File: src/rtl/fetch_pc_unit.sv
// Instruction-fetch / program-counter stage: one req/ack fetch per instruction,
// valid/ready hand-off to decode, branch-aware next-PC and a sticky fetch timeout.
module fetch_pc_unit #(
  parameter int                    ADDR_WIDTH = 32,
  parameter int                    DATA_WIDTH = 32,
  parameter logic [ADDR_WIDTH-1:0] RESET_PC   = '0,
  parameter int                    TIMEOUT    = 16
) (
  input  logic                  clk,
  input  logic                  rst,
  input  logic                  en,
  output logic                  imem_req,
  output logic [ADDR_WIDTH-1:0] imem_addr,
  input  logic                  imem_ack,
  input  logic [DATA_WIDTH-1:0] imem_rdata,
  output logic [DATA_WIDTH-1:0] instr,
  output logic                  instr_valid,
  input  logic                  instr_ready,
  input  logic                  PCsrc,
  input  logic [ADDR_WIDTH-1:0] ImmOp,
  output logic [ADDR_WIDTH-1:0] pc,
  output logic                  fetch_err
);

  localparam int             CW    = (TIMEOUT > 1) ? $clog2(TIMEOUT) : 1;
  localparam logic [CW-1:0]  TLAST = CW'(TIMEOUT - 1);

  typedef enum logic [1:0] {IDLE, REQ, HOLD, ERR} state_t;

  state_t                  state_reg;
  logic [ADDR_WIDTH-1:0]   pc_reg;
  logic [ADDR_WIDTH-1:0]   pc_next;
  logic [DATA_WIDTH-1:0]   instr_reg;
  logic                    req_reg;
  logic                    valid_reg;
  logic                    err_reg;
  logic [CW-1:0]           tmo_cnt_reg;
  logic                    handshake;
  logic                    tmo_hit;

  assign handshake = valid_reg & instr_ready;
  assign tmo_hit   = (TIMEOUT != 0) && (tmo_cnt_reg == TLAST);
  // Unsigned modulo add; a two's-complement ImmOp falls out of the same adder.
  assign pc_next   = PCsrc ? (pc_reg + ImmOp) : (pc_reg + ADDR_WIDTH'(4));

  always_ff @(posedge clk or posedge rst) begin
    if (rst) begin
      state_reg   <= IDLE;
      pc_reg      <= RESET_PC;
      instr_reg   <= '0;
      req_reg     <= 1'b0;
      valid_reg   <= 1'b0;
      err_reg     <= 1'b0;
      tmo_cnt_reg <= '0;
    end else begin
      unique case (state_reg)
        IDLE: begin
          if (en) begin
            state_reg   <= REQ;
            req_reg     <= 1'b1;
            tmo_cnt_reg <= '0;
          end
        end
        REQ: begin
          // An ack in the same cycle the timeout would fire takes priority.
          if (imem_ack) begin
            instr_reg <= imem_rdata;
            state_reg <= HOLD;
            req_reg   <= 1'b0;
            valid_reg <= 1'b1;
          end else if (tmo_hit) begin
            state_reg <= ERR;
            req_reg   <= 1'b0;
            err_reg   <= 1'b1;
          end else begin
            tmo_cnt_reg <= tmo_cnt_reg + 1'b1;
          end
        end
        HOLD: begin
          if (handshake) begin
            pc_reg      <= pc_next;
            valid_reg   <= 1'b0;
            tmo_cnt_reg <= '0;
            if (en) begin
              state_reg <= REQ;
              req_reg   <= 1'b1;
            end else begin
              state_reg <= IDLE;
            end
          end
        end
        ERR: begin
          state_reg <= ERR;
        end
        default: begin
          state_reg <= IDLE;
          req_reg   <= 1'b0;
          valid_reg <= 1'b0;
        end
      endcase
    end
  end

  assign imem_req    = req_reg;
  assign imem_addr   = pc_reg;
  assign instr       = instr_reg;
  assign instr_valid = valid_reg;
  assign pc          = pc_reg;
  assign fetch_err   = err_reg;

endmodule

File: config.mk
export PLATFORM = sky130hd
export DESIGN_NAME = fetch_pc_unit
export DESIGN_NICKNAME = d
export VERILOG_FILES = /design/src/rtl/fetch_pc_unit.sv
export SDC_FILE = /design/constraint.sdc
export NUM_CORES = 1
export LEC_CHECK = 0
export BUFFER_PORTS_ARGS = -buffer_cell sky130_fd_sc_hd__clkbuf_2
export CORE_ASPECT_RATIO = 0.5
export CORE_UTILIZATION = 50
export DETAILED_ROUTE_END_ITERATION = 6
export PLACE_DENSITY = 0.81
export RECOVER_POWER = 100
export SLEW_MARGIN = 20
export SYNTH_ARGS = -nofsm -noshare
export SYNTH_HDL_FRONTEND = slang
export SYNTH_SLANG_ARGS = --single-unit
export TNS_END_PERCENT = 50
File: constraint.sdc
create_clock -name clk -period 2.8 [get_ports clk]
set_input_delay 0 -clock clk [delete_from_list [all_inputs] [get_ports clk]]
set_output_delay 0 -clock clk [all_outputs]
set_load 0.1 [all_outputs]
==> results.cfg, run 1 <==
[grt]
grt_use_total_pct = 27.6
busiest_layer = met2
grt_max_degree = 74
antenna_found_initial = 0
gr-total-overflow = 0
grt_pass1_wl_mm = 24.3
use_met3_pct = 6.89
grt.met2_usage_pct = 46.2
grt_use_met1_pct = 36.3
grt_pass1_vias = 4857

[finish]
final_common_cell = clkbuf_1
area_growth_syn_to_layout_pct = 25.5
drive_above_1_share_pct = 23.7
final_cell_mix = 101 x clkbuf_1, 71 x clkbuf_2, 60 x a21oi_1
design_area_um2 = 6850
nets = 885
n_antenna_cell = 0

[floorplanning]
die_x_um = 150
core_area_um2 = 10400
row_count = 26
die_y_um = 75.9
die-area_um2 = 11400
ios = 169
start_util_pct = 52.4

[sta]
fin_ws_ns = 0.112
hold_ws_ns = 0.0513
worst_pin_slew_ns = 1.89
slew_headroom_pct = -26.0
final_period_minus_worst_setup_slack_ns = 2.69
post-route-period-util_pct = 96.0
final.setup_skew_ns = 0.00713
rsz0062_at_grt = false
setup_viol = 0
slew_viol_final = 74
clock.fmax_mhz = 372
hold_viol_final = 0

[setup_path]
critPathKind = reg2reg
critPathCaptureType = flip-flop
worst-path-max-fanout = 9
crit_path_start_kind = flip-flop
required_ns = 3.02
worstPathArrival_ns = 2.91

[logic_synthesis]
seq_area_frac_synth_pct = 33.5
synth_nets = 707
synth_top_area_share_pct = 33.5
postSynthAreaPerCell_um2 = 9.05
synth_flop_cell = dfrtp_1
yosys_warnings = 0
async_flop_share_pct = 100
yosysTopAreaCell = dfrtp_1
syn_inst = 603
synth-seq-cells = 73
synth-edff-count = 0
synthTopCellsByArea = dfrtp_1 33%, ha_1 7.6%, mux2_2 7.0%, a21oi_1 5.6%, buf_4 4.4%
synth_cell_types = 72
syn-cell-area_um2 = 5460

[route]
vias = 5296
drc_errors = 0
vias_per_cell = 5.72
ant_nets = 0
routedWlPerCell_um = 16.8
drt-total-wl_mm = 15.6
first_iter_violations = 284
firstDrtPassIters = 5

[clock_network]
htree_levels = 3
post-cts-setup-buffers = 0
clk_pin_slew_worst_paths_ns = 0.07
cts-root-buf = clkbuf_16
clock_path_buffers = 2
clk-insertion-delay-late_ns = 0.34
cts_tree = yes
numClockSinks = 73
cts_buffers = 9

[hold_path]
worstHoldPathType = in2reg

[placed_design]
port_buffers = 168
dp_worst_setup_slack_ns = 0.107
dp_hpwl_mm = 11.1
place_congestion = 0.910
placed_area_um2 = 6280

[flow_run]
max-cap-violations = 1

[run_status]
status = finished with violations
violations = max-capacitance violations, max-slew violations
[synth_stat cells, drive strengths merged (5+ instances only)]
library cell / number
o211ai: 8
a21oi: 63
and2: 6
buf: 36
o21ai: 49
clkbuf: 17
nand2b: 6
nand3: 15
a31oi: 17
o21bai: 6
nand2: 43
nor2: 46
nor3: 13
mux2i: 5
nand4: 7
ha: 33
mux2: 34
and3: 8
inv: 13
xor2: 15
xnor2: 14
dfrtp: 73
a21o: 11
nor2b: 6
[per-layer routing]
layer	wire length, µm	part of all wire (%)
met4	192	1.2
met5	0	0
met2	7130	46
met1	7060	45
met3	1210	7.8
[through the flow]
stage / utilization [%] / std cells / setup TNS [ns]
6_report: 65.8 / 926 / 0
5_1_grt: 65.8 / 926 / 0
4_1_cts: 66.7 / 926 / 0
3_5_place_dp: 60.3 / 875 / 0
3_3_place_gp: 60.3 / 875 / 0
2_1_floorplan: - / 603 / -0.185
[repair_timing]
item / 4_1_cts / 5_1_grt
resized for setup: 0 / 8
setup endpoints to repair: 0 / 4
hold buffers: 35 / 0
hold endpoints to repair: 109 / 0
[critical path, stage by stage, from the launching register on]
cell and delay [ns]:
dfrtp_2 0.46, ha_1 0.40, a21oi_1 0.22, o21ai_0 0.13, a31o_2 0.26, o31ai_4 0.33
o21ai_2 0.13, a31oi_4 0.19, mux2i_1 0.09, a221o_1 0.35
[final timing paths]
kind | cells past startpoint | endpoint | start | slack, ns
min in group asynchronous | 4 | instr[26]$_DFFE_PP0P_ | rst | 0.85
max in group asynchronous | 4 | imem_addr[17]$_DFFE_PP0P_ | rst | 0.69
hold reg to reg | 1 | fetch_err$_DFFE_PP0P_ | fetch_err$_DFFE_PP0P_ | 0.47
setup reg to reg | 9 | imem_addr[31]$_DFFE_PP0P_ | imem_addr[14]$_DFFE_PP0P_ | 0.11
hold / removal | 4 | state_reg[1]$_DFFE_PP0P_ | instr_ready | 0.05
setup / recovery | 9 | imem_addr[31]$_DFFE_PP0P_ | imem_addr[14]$_DFFE_PP0P_ | 0.11
[area by class of cell]
cell class	count	area (µm²)
inverter	13	48.8
fill	905	3560
timing repair buffer	220	1180
tap	140	175
clock inverter	7	83.8
sequential	73	1850
multi-input combinational	464	3290
clock buffer	9	225
[cells by family after synthesis]
| kind of cell | Yosys count | share of synthesized area (%) |
|---|---|---|
| AOI/OAI and AO/OA | 190 | 22.3 |
| xor gates and xnor gates | 29 | 4.66 |
| adders and majority gates | 34 | 7.93 |
| buffers and inverters | 66 | 7.25 |
| DFF | 73 | 33.5 |
| muxes | 39 | 7.93 |
| and+or+nand+nor | 172 | 16.5 |
Power of run 1 is not shown: default switching activity piles up to over one toggle a cycle in this logic, so the estimate is an artifact.
==> inputs of run 2 (changes only) <==
Settings changed: HOLD_SLACK_MARGIN set to 0.1, SLEW_MARGIN 20 to not set.
==> run 2 against run 1 <==
  * The run still ends with max-capacitance violations, max-slew violations left
  * Routed wire length up 0.21%
  * Non-clock buffer count up 2
  * Critical path depth unchanged
  * Sequential share of layout area down 0.079 points
  * Count of clock-buffer cells in the layout unchanged
  * Core utilization up 0.19 points
  * Fmax up 0.25%
  * Global-route usage up 0.078 points
  * Worst setup slack better by 0.0068 ns
  * Cell area up 0.29%
  * Largest cell class unchanged
==> results.cfg, run 2 (synthesis results as in run 1) <==
[clock_network]
numClockSinks = 73
clock_path_buffers = 2
cts-root-buf = clkbuf_16
clk-insertion-delay-late_ns = 0.34
htree_levels = 3
clk_pin_slew_worst_paths_ns = 0.07
post-cts-setup-buffers = 0
cts_buffers = 9
cts_tree = yes

[setup_path]
worstPathArrival_ns = 2.90
required_ns = 3.02
crit_family = compound AO/OA/AOI/OAI gates
timing.critical_path.buf_inv = 0
cp_cell_sequence = ha_1 -> a21oi_1 -> o21ai_0 -> a31o_2 -> o31ai_4 -> o21ai_2 -> a31oi_4 -> mux2i_1 -> a221o_1
critPathCaptureType = flip-flop
worst-path-max-fanout = 9
crit_path_start_kind = flip-flop
crit_slowest_cell = dfrtp_2
critPathKind = reg2reg
cpPeakStageDelay_ns = 0.46

[floorplanning]
die_y_um = 75.9
die-area_um2 = 11400
die_x_um = 150
core_area_um2 = 10400
row_count = 26
start_util_pct = 52.4
ios = 169

[placed_design]
dp_hpwl_mm = 11.1
placed_area_um2 = 6280
port_buffers = 168
place_congestion = 0.910
placedCellCount = 875

[grt]
grt_pass1_wl_mm = 24.4
grt_max_degree = 74
antenna_found_initial = 0
gr-total-overflow = 0
grt_use_total_pct = 27.7
grt_pass1_vias = 4872

[sta]
rsz0062_at_grt = false
worst_pin_slew_ns = 1.89
final.setup_skew_ns = 0.00705
hold_viol_final = 0
post-route-period-util_pct = 95.8
clock.fmax_mhz = 373
setup_viol = 0
slew_headroom_pct = -25.8
final_period_minus_worst_setup_slack_ns = 2.68
slew_viol_final = 74

[finish]
drive_above_1_share_pct = 23.6
nets = 887
design_area_um2 = 6870
n_antenna_cell = 0
final_common_cell = clkbuf_1
instances_no_fill = 928
area_growth_syn_to_layout_pct = 25.9
final_cell_mix = 101 x clkbuf_1, 71 x clkbuf_2, 60 x a21oi_1
n_fill_cell = 902

[run_status]
violations = max-capacitance violations, max-slew violations
status = finished with violations

[route]
vias_per_cell = 5.76
drc_errors = 0
routedWlPerCell_um = 16.8
first_iter_violations = 296
drt-total-wl_mm = 15.6
vias = 5347
firstDrtPassIters = 5
ant_nets = 0

[hold_path]
worstHoldPathType = in2reg

[flow_run]
max-cap-violations = 1
[run 2: routing by layer]
metal	GRT usage [%]	routed length [µm]	vias to the layer above
li1	-	-	2544
met1	36.5	6960	2558
met4	7.18	171	0
met5	0	0	-
met3	6.89	1280	19
met2	46.3	7210	226
[run 2: final timing paths]
| check | start | to | slack, ns | depth (start not counted) |
|---|---|---|---|---|
| setup / recovery | imem_addr[14]$_DFFE_PP0P_ | imem_addr[31]$_DFFE_PP0P_ | 0.12 | 9 |
| hold / removal | ImmOp[1] | imem_addr[1]$_DFFE_PP0P_ | 0.13 | 4 |
| setup reg to reg | imem_addr[14]$_DFFE_PP0P_ | imem_addr[31]$_DFFE_PP0P_ | 0.12 | 9 |
| hold reg to reg | fetch_err$_DFFE_PP0P_ | fetch_err$_DFFE_PP0P_ | 0.46 | 1 |
| max in group asynchronous | rst | imem_addr[17]$_DFFE_PP0P_ | 0.70 | 4 |
| min in group asynchronous | rst | instr[26]$_DFFE_PP0P_ | 0.85 | 4 |
[run 2: tightest hold or removal path, cell delays in order]
cell	delay, ns
clkbuf_2	0.12
inv_1	0.08
fa_1	0.15
o21ai_0	0.08
[run 2: final cells by class]
type	instances	area, µm²	area share (%)
sequential	73	1850	26.9
inverter	13	48.8	0.710
clock inverter	7	83.8	1.22
timing repair buffer	222	1200	17.5
multi-input combinational	464	3290	47.8
tap	140	175	2.55
clock buffer	9	225	3.28
[run 2: repair_timing]
| action | 4_1_cts | 5_1_grt |
|---|---|---|
| resized for setup | 0 | 8 |
| hold buffers | 37 | 0 |
| endpoints found under the hold margin | 114 | 0 |
| setup endpoints to repair | 0 | 4 |
[run 2: metrics by stage]
step | utilization [%] | hold WS (ns) | TNS [ns] | setup slack, ns
final | 66.0 | 0.134 | 0 | 0.118
after global routing | 66.0 | 0.153 | 0 | 0.00336
after CTS | 66.9 | 0.128 | 0 | 0.0924
after detailed placement | 60.3 | 0.237 | 0 | 0.107
after global placement | 60.3 | 0.231 | 0 | 0.197
after floorplan | - | 0.151 | -0.185 | -0.185
Power of run 2 is left out for the same reason.
